### src/rtl/phy_arb_pkg.sv
// Shared types and constants for the PHY transmit arbiter.
// Latency: n/a (declarations only).
// Backpressure: n/a.
// Contents: arbiter state enum, word layout, idle word, counter widths,
// one-hot to index helper.
package phy_arb_pkg;

  typedef enum logic [1:0] {
    IDLE,
    XFER,
    DROP,
    GAP
  } arb_state_t;

  localparam int WORD_W    = 9;
  localparam int TX_EN_BIT = 8;
  localparam logic [WORD_W-1:0] IDLE_WORD = 9'h000;

  // Word counter must hold MAX_FRAME (<= 2047); gap counter holds IFG_WORDS-2.
  localparam int WCNT_W = 11;
  localparam int GCNT_W = 8;
  localparam int STAT_W = 16;

  // Index of the set bit of a one-hot vector of up to 8 sources.
  function automatic logic [2:0] oh_to_idx(input logic [7:0] oh);
    logic [2:0] idx;
    idx = '0;
    for (int i = 0; i < 8; i++) begin
      if (oh[i]) idx = 3'(i);
    end
    return idx;
  endfunction

endpackage

### src/rtl/phy_arb_rr_pick.sv
// Round-robin picker: first requester after last_idx, wrapping around.
// Latency: combinational.
// Backpressure: none; vld low when no request is present.
// Ports: req (request vector), last_idx (last granted index),
//        gnt (one-hot pick), vld (any pick made).
module phy_arb_rr_pick #(
  parameter int N  = 4,
  parameter int IW = 2
) (
  input  logic [N-1:0]  req,
  input  logic [IW-1:0] last_idx,
  output logic [N-1:0]  gnt,
  output logic          vld
);

  logic [IW-1:0] idx;

  always_comb begin
    gnt = '0;
    vld = 1'b0;
    idx = '0;
    for (int i = 1; i <= N; i++) begin
      idx = IW'((int'(last_idx) + i) % N);
      if (!vld && req[idx]) begin
        gnt[idx] = 1'b1;
        vld      = 1'b1;
      end
    end
  end

endmodule

### src/rtl/phy_tx_arbiter.sv
// Frame-level scheduler copying whole frames from NUM_SRC source FIFOs into one PHY FIFO.
// Latency: candidate at t -> grant at t+1 -> phy_wr_en at t+2; then one word per cycle.
// Backpressure: phy_full (>=2 words slack) stalls pop and write; empty granted source stalls.
// Ports: pcie_clk/sys_rst_n (clock, async active-low reset); src_empty/src_dout/src_rd_en
//        (FWFT source FIFOs, 9-bit {tx_en,data} words); phy_din/phy_wr_en/phy_full (PHY FIFO);
//        grant, busy, frame_cnt, trunc_cnt (status).
// Build option: define PHY_ARB_PRIO_EN to give source 0 strict priority in IDLE.
module phy_tx_arbiter
  import phy_arb_pkg::*;
#(
  parameter int NUM_SRC   = 4,
  parameter int IFG_WORDS = 12,
  parameter int MAX_FRAME = 1522
) (
  input  logic                      pcie_clk,
  input  logic                      sys_rst_n,
  input  logic [NUM_SRC-1:0]        src_empty,
  input  logic [WORD_W*NUM_SRC-1:0] src_dout,
  output logic [NUM_SRC-1:0]        src_rd_en,
  output logic [WORD_W-1:0]         phy_din,
  input  logic                      phy_full,
  output logic                      phy_wr_en,
  output logic [NUM_SRC-1:0]        grant,
  output logic                      busy,
  output logic [STAT_W-1:0]         frame_cnt,
  output logic [STAT_W-1:0]         trunc_cnt
);

  localparam int IDX_W = $clog2(NUM_SRC);

  arb_state_t          state_q, state_d;
  logic [IDX_W-1:0]    g_q, g_d, last_q, last_d;
  logic [NUM_SRC-1:0]  grant_q, grant_d;
  logic [WCNT_W-1:0]   wcnt_q, wcnt_d;
  logic [GCNT_W-1:0]   gcnt_q, gcnt_d;
  logic [STAT_W-1:0]   frame_q, frame_d, trunc_q, trunc_d;
  logic                wr_q, wr_d;
  logic [WORD_W-1:0]   din_q, din_d;

  logic [NUM_SRC-1:0]  head_tx, cand, stray, stray_oh;
  logic [NUM_SRC-1:0]  pick_req, pick_gnt, sel_oh, rd;
  logic                pick_vld, any_cand;
  logic [WORD_W-1:0]   head;
  logic                g_empty;

  always_comb begin
    head_tx = '0;
    for (int i = 0; i < NUM_SRC; i++) begin
      head_tx[i] = src_dout[WORD_W*i + TX_EN_BIT];
    end
  end

  assign cand     = ~src_empty & head_tx;
  assign stray    = ~src_empty & ~head_tx;
  // Isolate the lowest set bit so only one stray word is dropped per cycle.
  assign stray_oh = stray & (~stray + NUM_SRC'(1));

`ifdef PHY_ARB_PRIO_EN
  // Source 0 bypasses the rotation; the picker only sees sources 1..N-1.
  assign pick_req = cand & ~NUM_SRC'(1);
  assign sel_oh   = cand[0] ? NUM_SRC'(1) : pick_gnt;
  assign any_cand = cand[0] | pick_vld;
`else
  assign pick_req = cand;
  assign sel_oh   = pick_gnt;
  assign any_cand = pick_vld;
`endif

  phy_arb_rr_pick #(
    .N  (NUM_SRC),
    .IW (IDX_W)
  ) u_pick (
    .req      (pick_req),
    .last_idx (last_q),
    .gnt      (pick_gnt),
    .vld      (pick_vld)
  );

  assign head    = src_dout[int'(g_q)*WORD_W +: WORD_W];
  assign g_empty = src_empty[g_q];

  always_comb begin
    state_d = state_q;
    g_d     = g_q;
    last_d  = last_q;
    grant_d = grant_q;
    wcnt_d  = wcnt_q;
    gcnt_d  = gcnt_q;
    frame_d = frame_q;
    trunc_d = trunc_q;
    wr_d    = 1'b0;
    din_d   = IDLE_WORD;
    rd      = '0;

    unique case (state_q)
      IDLE: begin
        rd = stray_oh;
        if (any_cand) begin
          grant_d = sel_oh;
          g_d     = IDX_W'(oh_to_idx(8'(sel_oh)));
          wcnt_d  = '0;
          state_d = XFER;
        end
      end
      XFER: begin
        if (!phy_full && !g_empty) begin
          wr_d = 1'b1;
          if (head[TX_EN_BIT] && wcnt_q == WCNT_W'(MAX_FRAME)) begin
            // Over-length: close the frame on the wire, leave the head for DROP.
            din_d   = IDLE_WORD;
            trunc_d = trunc_q + 1'b1;
            state_d = DROP;
          end else begin
            rd[g_q] = 1'b1;
            din_d   = head;
            if (!head[TX_EN_BIT]) begin
              gcnt_d  = GCNT_W'(IFG_WORDS - 2);
              frame_d = frame_q + 1'b1;
              state_d = GAP;
            end else begin
              wcnt_d = wcnt_q + 1'b1;
            end
          end
        end
      end
      DROP: begin
        if (!g_empty) begin
          rd[g_q] = 1'b1;
          if (!head[TX_EN_BIT]) begin
            gcnt_d  = GCNT_W'(IFG_WORDS - 2);
            state_d = GAP;
          end
        end
      end
      GAP: begin
        if (!phy_full) begin
          wr_d = 1'b1;
          if (gcnt_q == '0) begin
            grant_d = '0;
            state_d = IDLE;
`ifdef PHY_ARB_PRIO_EN
            // Source 0 does not take part in the rotation of 1..N-1.
            if (g_q != '0) last_d = g_q;
`else
            last_d = g_q;
`endif
          end else begin
            gcnt_d = gcnt_q - 1'b1;
          end
        end
      end
      default: state_d = IDLE;
    endcase
  end

  always_ff @(posedge pcie_clk or negedge sys_rst_n) begin
    if (!sys_rst_n) begin
      state_q <= IDLE;
      g_q     <= '0;
      last_q  <= IDX_W'(NUM_SRC - 1);
      grant_q <= '0;
      wcnt_q  <= '0;
      gcnt_q  <= '0;
      frame_q <= '0;
      trunc_q <= '0;
      wr_q    <= 1'b0;
      din_q   <= IDLE_WORD;
    end else begin
      state_q <= state_d;
      g_q     <= g_d;
      last_q  <= last_d;
      grant_q <= grant_d;
      wcnt_q  <= wcnt_d;
      gcnt_q  <= gcnt_d;
      frame_q <= frame_d;
      trunc_q <= trunc_d;
      wr_q    <= wr_d;
      din_q   <= din_d;
    end
  end

  // Pops are combinational; hold them off while reset is asserted.
  assign src_rd_en = sys_rst_n ? rd : '0;
  assign phy_din   = din_q;
  assign phy_wr_en = wr_q;
  assign grant     = grant_q;
  assign busy      = (state_q != IDLE);
  assign frame_cnt = frame_q;
  assign trunc_cnt = trunc_q;

endmodule
### config.mk
export PLATFORM = sky130hd
export DESIGN_NAME = phy_tx_arbiter
export DESIGN_NICKNAME = d
export VERILOG_FILES = /design/src/rtl/phy_arb_pkg.sv /design/src/rtl/phy_arb_rr_pick.sv /design/src/rtl/phy_tx_arbiter.sv
export SDC_FILE = /design/constraint.sdc
export NUM_CORES = 1
export LEC_CHECK = 0
export BUFFER_PORTS_ARGS = -buffer_cell sky130_fd_sc_hd__buf_2
export CORE_MARGIN = 2
export CORE_UTILIZATION = 49
export CTS_CLUSTER_DIAMETER = 150
export DETAILED_ROUTE_END_ITERATION = 7
export GPL_ROUTABILITY_DRIVEN = 0
export PLACE_DENSITY = 0.77
export RECOVER_POWER = 25
export SYNTH_ARGS = -nofsm -noshare
export SYNTH_HDL_FRONTEND = slang
export SYNTH_SLANG_ARGS = --single-unit
### constraint.sdc
create_clock -name pcie_clk -period 2.64 [get_ports pcie_clk]
set_clock_uncertainty 0.05 [all_clocks]
set_input_delay 0.132 -clock pcie_clk [delete_from_list [all_inputs] [get_ports pcie_clk]]
set_output_delay 0.132 -clock pcie_clk [all_outputs]
set_load 0.03 [all_outputs]
==> results by group, run 1 <==
Layout
  • Antenna cell count: 0
  • FILL cells: 677
  • # nets final: 557
  • Finished Layout Cells: between 600 and 700
  • Layout cells sized above 1: 31.7%
  • Reg area: 1780 sq um
  • Area Growth Syn to Fin: 24.9%
  • Multi-input gate area: about 2100 sq um

Timing
  • Min Clock Period, post-route: 2.52 ns
  • Final Max Slew Viols: 72
  • # setup viols final: 0
  • Headroom to the max-slew limit: -13.2%
  • Slew @ Worst Pin: 1.70 ns
  • Tcrit/Tclk final: 95.5%
  • Setup_tns: 0 ns
  • Final Hold Viols: 0
  • Worst hold margin: 0.123 ns
  • Highest clock rate: 397 MHz

Synth
  • Top cell type's share of synthesized area: 43.9%
  • Synthesized flop and latch total: 71
  • Commonest cells in the netlist: dfrtp_1 (69), nor2_1 (36), nand2_1 (33)
  • Post-Synth XOR/XNOR Area: under 10%
  • Ranking of synthesized cells by area: dfrtp_1 (44%), mux4_2 (6.9%), xnor2_1 (5.1%)
  • Mean post-synth cell area: around 10 sq um
  • Most frequent cell after synthesis: dfrtp_1
  • Post-synth EDFFs: 0
  • Synth area leader: dfrtp_1
  • Synth Area in Compound Gates: approximately 10%
  • Top FF cell, synth: dfrtp_1
  • Largest family of logic cells by synthesized area: simple AND/OR/NAND/NOR gates
  • Adder-cell area share of the yosys netlist: under 10%
  • Mux contribution to synthesized area: 7.44%
  • Unique masters post-synth: 53
  • Syn_nets: 441
  • Post-synthesis cell area: 3940 sq um
  • Synth Area in Simple Gates: 22.7%
  • Synthesis Warnings: 0
  • Post-synthesis cell count: 384
  • Ys async rst share: 100%
  • Seq/Total Area, Yosys: 45.2%

Global routing
  • Initial antenna violation count: 0
  • Vias in the first global route: 3271
  • First-pass GRT wire length: 14.9 mm
  • Total grt overflow: 0
  • GRT Overall Usage: between 20% and 30%
  • Largest net degree at the start of global routing: between 70 and 80

Clocking
  • Clk_lat worst skew: 0.35 ns
  • CTS Buf Count: 9
  • Hold Buf Count CTS: 0
  • H-tree level count: 3
  • Clock Sinks: a little over 70
  • CTS max path bufs: 2
  • Clock root cell: clkbuf_8
  • Reg clk slew, reported paths: 0.08 ns
  • CTS tree: built

Outcome
  • Status: complete, but fails checks
  • Failing checks: capacitance limit, slew limit

Routing
  • Vias per cell: between 5 and 6
  • Final ANT Viol Nets: 0
  • DR pass1 iterations: 4
  • WL/cell: 14.9 um
  • Detailed Route Iter0 Violations: 119
  • Routed wire length: 9.02 mm
  • Via count: between 3000 and 4000
  • # DRC: 0

Die
  • Rows: 32
  • Die Width: 93.6 um
  • Effective utilization at floorplan: 50.7%
  • Core ar.: 7770 sq um
  • Die Height: roughly 94 um
  • Die area: 8770 sq um
  • Io pins: 94

Setup path
  • Buf/Inv on CP: 2
  • Worst EP arrival: ~2.3 ns
  • Reg2reg path depth: 6
  • Critical path class: reg2out
  • Max incr delay on CP: 0.55 ns
  • Critical Path Stages: 8
  • CP endpoint kind: primary output
  • Crit-path cells: mux4_2 > nor3_4 > buf_6 > a21oi_1 > nand2b_4 > o32a_1 > nor2_1 > buf_4
  • CP max-delay cell: mux4_2
  • Critical path's top delay family: multiplexers
  • Critical-path maximum fanout: 6
  • Startpoint class of the critical path: register
  • Required @ worst endpoint: 2.46 ns

Flow run
  • Max Cap Viol: 1

Placement
  • IO Port Bufs: 93
  • Post-DP HPWL: between 6 and 7 mm
  • Placed insts: between 500 and 600

Min path
  • Hold depth: 4
  • Worst hold-check path type: in2reg

Power
  • Leak: 2.44 nW
  • Power per cell area: 769 nW/um^2
  • Max IR drop VDD: about 0.41 mV
==> kinds of logic (layout without fill, tap and decap cells) <==
family                     after synthesis  count (layout)
muxes                                   14              14
DFF                                     71              71
buffers and inverters                   22             143
adders and majority gates               14              14
AOI/OAI and AO/OA                       59              59
and+or+nand+nor                        169             169
xor gates and xnor gates                35              35
==> sequential cells by signal, indices dropped and copies added, names as in the netlist <==
name	flops
frame_cnt	16
trunc_cnt	16
wcnt_q	11
phy_din	9
gcnt_q	8
grant	4
g_q	2
last_q	2
state_q	2
phy_wr_en	1
==> through the flow <==
step / area, sq um / util, % / total power (W) / worst slack (ns)
after global routing: 4920 / 63.3 / 0.00404 / -0.0152
after CTS: 4830 / 62.2 / 0.00370 / 0.0214
final: 4920 / 63.3 / 0.00378 / 0.119
after detailed placement: 4620 / 59.5 / 0.00279 / 0.0656
after floorplan: 3940 / - / 0.00240 / 0.112
after global placement: 4620 / 59.5 / 0.00274 / 0.118
==> placed cells by master, fill, tap and decap left out, types with 3 or more instances in the layout <==
cell	instances
nor2_1	35
buf_4	21
nand4_1	7
xor2_1	12
a22o_1	5
nand2b_1	7
ha_1	13
o31ai_1	6
nand3_1	25
a21o_1	4
inv_1	11
o21ai_0	13
nor3_1	13
and3_1	17
mux4_2	12
xnor2_1	23
or3_1	4
dfrtp_1	69
nor2b_1	6
buf_2	91
and2_1	4
nand2_1	33
a21oi_1	11
clkbuf_8	11
o22ai_1	4
a31oi_1	3
==> metal layers <==
| layer | part of all wire (%) | global-route usage [%] | vias to the layer above |
|---|---|---|---|
| li1 | - | - | 1610 |
| met1 | 42 | 26.6 | 1619 |
| met2 | 52 | 37.8 | 77 |
| met3 | 4.3 | 5.40 | 15 |
| met4 | 1.9 | 7.13 | 0 |
| met5 | 0 | 0 | - |
==> layout make-up <==
class                           count  share of cell area, %
Multi-Input combinational cell    291                   42.9
Sequential cell                    71                   36.2
Timing Repair Buffer              116                   13.3
Clock buffer                       11                   3.08
Tap cell                          102                   2.60
Clock inverter                      5                   1.15
Inverter                           11                  0.840
==> path summary, 6_finish.rpt <==
check                                          start  slack, ns                   endpoint
min in group asynchronous                  sys_rst_n       0.42   trunc_cnt[7]$_DFFE_PN0P_
max in group asynchronous                  sys_rst_n       1.13      wcnt_q[3]$_DFFE_PN0P_
min reg2reg                trunc_cnt[15]$_DFFE_PN0P_       0.41  trunc_cnt[15]$_DFFE_PN0P_
min                                         phy_full       0.12      gcnt_q[6]$_DFFE_PN0P_
max                               g_q[0]$_DFFE_PN0P_       0.12               src_rd_en[1]
max reg2reg                    last_q[1]$_DFFE_PN1P_       0.16         g_q[1]$_DFFE_PN0P_
==> report_power, final <==
| part | internal, W | total, W | switching, W |
|---|---|---|---|
| combinational | 0.000651 | 0.00146 | 0.000813 |
| clock | 0.000486 | 0.000898 | 0.000413 |
| sequential | 0.00126 | 0.00142 | 0.000161 |
==> worst register-to-register path, delay by kind of cell, from the launching register on <==
family                     cells  cell delay [ns]
adders and majority gates      1             0.30
DFF                            1             0.61
AOI/OAI and AO/OA              3             0.73
buffers and inverters          1             0.11
muxes                          1             0.56
==> repair_timing <==
item / in CTS / in global routing
setup endpoints to repair: 2 / 6
buffers inserted: 0 / 6
gates resized for setup: 1 / 8
pin swaps: 0 / 4
Note: power is estimated with default switching activity, not from simulation.
==> inputs of run 2 (changes only) <==
- PLACE_DENSITY: 0.77 -> 0.76
- SYNTH_HIERARCHICAL: not set -> 1
==> results by group, run 2 <==
Layout
  • Most frequent cells in the layout: buf_2 (92), dfrtp_1 (68), nand2_1 (34)
  • Area Growth Syn to Fin: 19.5%
  • Final core occ: 60.5%
  • FILL cells: 686
  • # nets final: 569
  • Most common cell after layout, fill and taps aside: buf_2
  • Antenna cell count: 0
  • Layout cells sized above 1: 29.2%

Die
  • Io pins: 94
  • Die area: 9290 sq um
  • Effective utilization at floorplan: around half
  • Die Width: slightly below 100 um
  • Die Height: 96.4 um
  • Rows: 33
  • Core ar.: roughly 8300 sq um

Clocking
  • Hold Buf Count CTS: 0
  • CTS Buf Count: 9
  • H-tree level count: 3
  • CTS max path bufs: 2
  • CTS tree: built
  • Clock Sinks: 71
  • Reg clk slew, reported paths: 0.08 ns
  • Clock root cell: clkbuf_8
  • Clk_lat worst skew: around 0.35 ns

Power
  • Switching share of power: 33.2%
  • Leak: 2.43 nW
  • Max IR drop VDD: roughly 0.33 mV
  • Comb power frac: between 20% and 30%
  • Sequential power share: ~49%
  • Clk pwr share: 30.9%
  • Net Switching: ~0.00089 W
  • Power per cell area: between 500 and 600 nW/um^2
  • Pint: 0.00179 W

Timing
  • Headroom to the max-slew limit: -15.5%
  • Highest clock rate: 399 MHz
  • Min Clock Period, post-route: 2.50 ns
  • Tcrit/Tclk final: 94.8%
  • Final Hold Viols: 0
  • Final Max Slew Viols: 72
  • Setup_tns: 0 ns
  • Unrepaired setup endpoints after global routing: no
  • # setup viols final: 0
  • Slew @ Worst Pin: about 1.7 ns

Flow run
  • Max Cap Viol: 1

Global routing
  • Initial antenna violation count: 0
  • GRT Overall Usage: 21.9%
  • Largest net degree at the start of global routing: 72
  • Total grt overflow: 0
  • First-pass GRT wire length: approximately 16 mm
  • Vias in the first global route: 3420

Synth
  • Commonest cells in the netlist: dfrtp_1 (69), nand2_1 (34), inv_1 (26), xnor2_1 (26), o21ai_0 (21)
  • Seq/Total Area, Yosys: between 40 and 50%
  • Top FF cell, synth: dfrtp_1
  • Synthesis Warnings: 6
  • Most frequent cell after synthesis: dfrtp_1
  • Syn_nets: between 400 and 500
  • Top cell type's share of synthesized area: 41.3%
  • Ranking of synthesized cells by area: dfrtp_1 (41%), xnor2_1 (5.4%), mux4_2 (5.4%)
  • Unique masters post-synth: 61
  • Post-synthesis cell area: 4180 sq um
  • Post-synth EDFFs: 0
  • Synthesized flop and latch total: 71
  • Ys async rst share: 100%
  • Mean post-synth cell area: between 10 and 15 sq um
  • Post-synthesis cell count: ~410
  • Synth area leader: dfrtp_1

Routing
  • Routed wire length: 9.62 mm
  • # DRC: 0
  • Final ANT Viol Nets: 0
  • Via count: about 3600
  • Detailed Route Iter0 Violations: between 150 and 200
  • WL/cell: 15.5 um
  • Vias per cell: about 5.8
  • DR pass1 iterations: 4

Setup path
  • Critical-path maximum fanout: 11
  • CP endpoint kind: primary output
  • Required @ worst endpoint: 2.46 ns
  • Startpoint class of the critical path: register
  • Critical path class: reg2out
  • Worst EP arrival: ~2.3 ns

Placement
  • Post-DP HPWL: roughly 7 mm
  • IO Port Bufs: 93

Outcome
  • Status: complete, but fails checks
  • Failing checks: capacitance limit, slew limit

Min path
  • Worst hold-check path type: in2reg
## run 2: cell types whose count changed in the layout (fill, tap and decap cells not counted), sizes merged, moves of 8 or more
cell and delta:
buf -9, inv +19, mux2i +11, nor2 -20
nor2b +9, o21ai +10, xor2 -8
## run 2: routing by layer
layer	vias up	global-route usage, %	share of wire (%)
met5	-	0	0
met1	1770	27.9	42
met2	114	38.0	51
li1	1690	-	-
met4	0	8.57	1.6
met3	13	2.95	4.8
## run 2: final cells by class
cell class              count  area (sq um)  area share (%)
clock buffers               9           124            2.48
clock inverters             7          62.6            1.25
inverters                  26          97.6            1.95
multi-input cells         297          2240            44.7
flip-flops and latches     71          1780            35.6
well taps                 105           131            2.63
repair buffers            107           567            11.3
## run 2: critical path, cell delays in order, from the launching register on
cell,delay (ns)
dfrtp_2,0.48
mux4_2,0.60
nand4_4,0.16
a31o_2,0.22
nand3b_1,0.08
a21oi_1,0.20
buf_2,0.23
## run 2: what timing repair did
item / in CTS / in global routing
setup buffers: 0 / 3
resized for setup: 1 / 1
hold endpoints to repair: 0 / 0
setup endpoints to repair: 2 / 5
## run 2: power by group through the flow
stage,logic (W),registers [W],clock network (W)
floorplan,0.000323,0.00135,0
global placement,0.000515,0.00132,0
detailed placement,0.000535,0.00132,0
CTS,0.000536,0.00130,0.000849
global route,0.000603,0.00132,0.000885
finish,0.000545,0.00131,0.000830
## run 2: stage by stage
| stage | instance area [sq um] | worst slack [ns] | hold WS (ns) | total power, W | instances |
|---|---|---|---|---|---|
| finish | 5000 | 0.136 | 0.0381 | 0.00268 | 622 |
| global route | 5000 | 0.00375 | 0.0537 | 0.00281 | 622 |
| CTS | 4980 | 0.0414 | 0.0223 | 0.00269 | 619 |
| detailed placement | 4790 | 0.0809 | 0.403 | 0.00186 | 603 |
| global placement | 4790 | 0.225 | 0.396 | 0.00183 | 603 |
| floorplan | 4180 | 0.249 | -0.214 | 0.00168 | 405 |
## run 2: cell families after synthesis
logic type / after synthesis / synth area share, %
AO/OA/AOI/OAI: 71 / 11.4
XOR/XNOR: 30 / 6.28
adder cells (fa/ha/maj): 14 / 4.19
buffers and inverters: 37 / 3.98
flip-flops: 71 / 42.5
multiplexers: 28 / 10.3
AND/OR/NAND/NOR: 154 / 21.3
## run 2: path summary, 6_finish.rpt
path	start	cells after the start	end	slack (ns)
max	g_q[0]$_DFFE_PN0P_	6	src_rd_en[1]	0.14
min	phy_full	3	state_q[0]$_DFFE_PN0P_	0.04
max reg2reg	last_q[0]$_DFFE_PN1P_	9	g_q[0]$_DFFE_PN0P_	0.16
min reg2reg	frame_cnt[15]$_DFFE_PN0P_	1	frame_cnt[15]$_DFFE_PN0P_	0.42
max in group asynchronous	sys_rst_n	2	g_q[0]$_DFFE_PN0P_	0.98
min in group asynchronous	sys_rst_n	2	gcnt_q[1]$_DFFE_PN0P_	0.40
==> inputs of run 3 (changes only) <==
- CORE_UTILIZATION: 49 -> 59
- CTS_BUF_LIST: not set -> sky130_fd_sc_hd__clkbuf_16
- PLACE_DENSITY: 0.76 -> 0.86
- clock period: 2.64 -> 3 ns (I/O delays scaled with it)
==> results by group, run 3 (synthesized netlist as in run 2, its figures left out) <==
Outcome
  • Status: complete, but fails checks
  • Failing checks: capacitance limit, slew limit

Layout
  • Layout cells sized above 1: 27.8%
  • Most frequent cells in the layout: buf_2 (92), dfrtp_1 (69), nand2_1 (34)
  • Most common cell after layout, fill and taps aside: buf_2
  • Antenna cell count: 0
  • Area Growth Syn to Fin: 19.7%
  • Finished Layout Cells: 604
  • # nets final: 560

Setup path
  • FF-to-FF setup slack: around 0.21 ns
  • Max incr delay on CP: 0.62 ns
  • R2R Path End: g_q[0]$_DFFE_PN0P_
  • Reg2reg path depth: 9
  • FF-to-FF Start: last_q[0]$_DFFE_PN1P_
  • CP max-delay cell: dfstp_2
  • Required @ worst endpoint: 3.15 ns
  • Worst EP arrival: 2.94 ns
  • Crit-path cells: inv_1 > ha_1 > mux2i_1 > o2111ai_1 > o21ai_0 > a221o_1 > inv_1 > a21oi_1 > o21ai_0
  • Critical-path maximum fanout: 9
  • Crit. Startpoint: last_q[0]$_DFFE_PN1P_
  • Critical path class: reg2reg
  • Startpoint class of the critical path: register
  • CP endpoint kind: register

Routing
  • Detailed Route Iter0 Violations: 276
  • Routed wire length: a little under 10 mm
  • Via count: 3577
  • WL/cell: approximately 16 um
  • # DRC: 0
  • DR pass1 iterations: 5
  • Final ANT Viol Nets: 0
  • Vias per cell: 5.92

Global routing
  • Busiest grt layer: met2
  • Met2 usage: 46.9%
  • Met1 usage: 32.6%
  • Vias in the first global route: approximately 3500
  • First-pass GRT wire length: roughly 16 mm
  • Total grt overflow: 0
  • GRT Overall Usage: 26.6%
  • M3 GR Usage: 5.18%
  • Largest net degree at the start of global routing: between 70 and 80
  • Initial antenna violation count: 0

Timing
  • Tcrit/Tclk final: 92.9%
  • Slew @ Worst Pin: between 1.5 and 2 ns
  • Unrepaired setup endpoints after global routing: no
  • Setup_tns: 0 ns
  • Headroom to the max-slew limit: -12.5%
  • Highest clock rate: approximately 360 MHz
  • Worst hold margin: 0.0836 ns
  • Final Max Slew Viols: 72
  • Min Clock Period, post-route: between 2 and 3 ns
  • Final Hold Viols: 0
  • # setup viols final: 0

Die
  • Io pins: 94
  • Core ar.: around 7000 sq um
  • Effective utilization at floorplan: 61.2%
  • Rows: 30
  • Die Width: roughly 88 um
  • Die area: 7780 sq um
  • Die Height: 88.2 um

Clocking
  • Reg clk slew, reported paths: 0.06 ns
  • CTS Buf Count: 9
  • Post-CTS Setup Repair Bufs: 0
  • CTS max path bufs: 2
  • Clock Sinks: 71
  • Clk_lat worst skew: 0.33 ns
  • Clock root cell: clkbuf_16
  • H-tree level count: 3
  • Hold Buf Count CTS: 0
  • Post-CTS sizing: 0
  • CTS tree: built

Placement
  • Post-DP HPWL: just over 7 mm
  • Placed insts: 588
  • IO Port Bufs: 93

Min path
  • Worst hold-check path type: in2reg
  • Worst Hold Endpoint: state_q[0]$_DFFE_PN0P_
  • Hold Path Origin: phy_full
  • Hold depth: 3

Flow run
  • Max Cap Viol: 1

Power
  • Leak: approximately 2.4 nW
  • Max IR drop VDD: 0.396 mV
  • Power per cell area: 515 nW/um^2
-- run 3: final cells by class --
type	instances	area [sq um]
fill	491	1830
inverter	26	97.6
clock buffer	9	225
timing repair buffer	98	499
multi-input combinational	297	2240
clock inverter	7	47.5
tap	96	120
sequential	71	1780
-- run 3: worst max-delay path by stage --
stage                          to  slack (ns)  cells past startpoint
6_report       g_q[0]$_DFFE_PN0P_        0.21                      9
5_1_grt        g_q[0]$_DFFE_PN0P_        0.02                      9
4_1_cts        g_q[0]$_DFFE_PN0P_        0.29                      9
3_3_place_gp   g_q[0]$_DFFE_PN0P_        0.47                      9
2_1_floorplan  g_q[0]$_DFFE_PN0P_        0.61                     10
3_5_place_dp   g_q[0]$_DFFE_PN0P_        0.30                      9
-- run 3: metrics by stage --
stage | worst slack (ns) | utilization [%] | power (W) | area, sq um
3_5_place_dp | 0.304 | 69.3 | 0.00163 | 4740
5_1_grt | 0.0207 | 73.3 | 0.00271 | 5010
2_1_floorplan | 0.609 | - | 0.00147 | 4180
6_report | 0.214 | 73.3 | 0.00258 | 5010
3_3_place_gp | 0.468 | 69.3 | 0.00160 | 4740
4_1_cts | 0.292 | 73.3 | 0.00260 | 5010
-- run 3: critical path, delay by kind of cell, from the launching register on --
family | cells | cell delay [ns]
flip-flops | 1 | 0.62
AO/OA/AOI/OAI | 5 | 1.05
multiplexers | 1 | 0.26
buffers and inverters | 2 | 0.23
adder cells (fa/ha/maj) | 1 | 0.45
-- run 3: per-layer routing --
metal | vias up | wire length (um)
li1 | 1676 | -
met1 | 1760 | 4040
met2 | 125 | 5130
met3 | 16 | 472
met4 | 0 | 144
met5 | - | 0
-- run 3: report_power, final --
part	internal [W]	switching, W	total (W)
Sequential	0.00104	0.000104	0.00115
Combinational	0.000202	0.000264	0.000466
Clock	0.000558	0.000407	0.000966
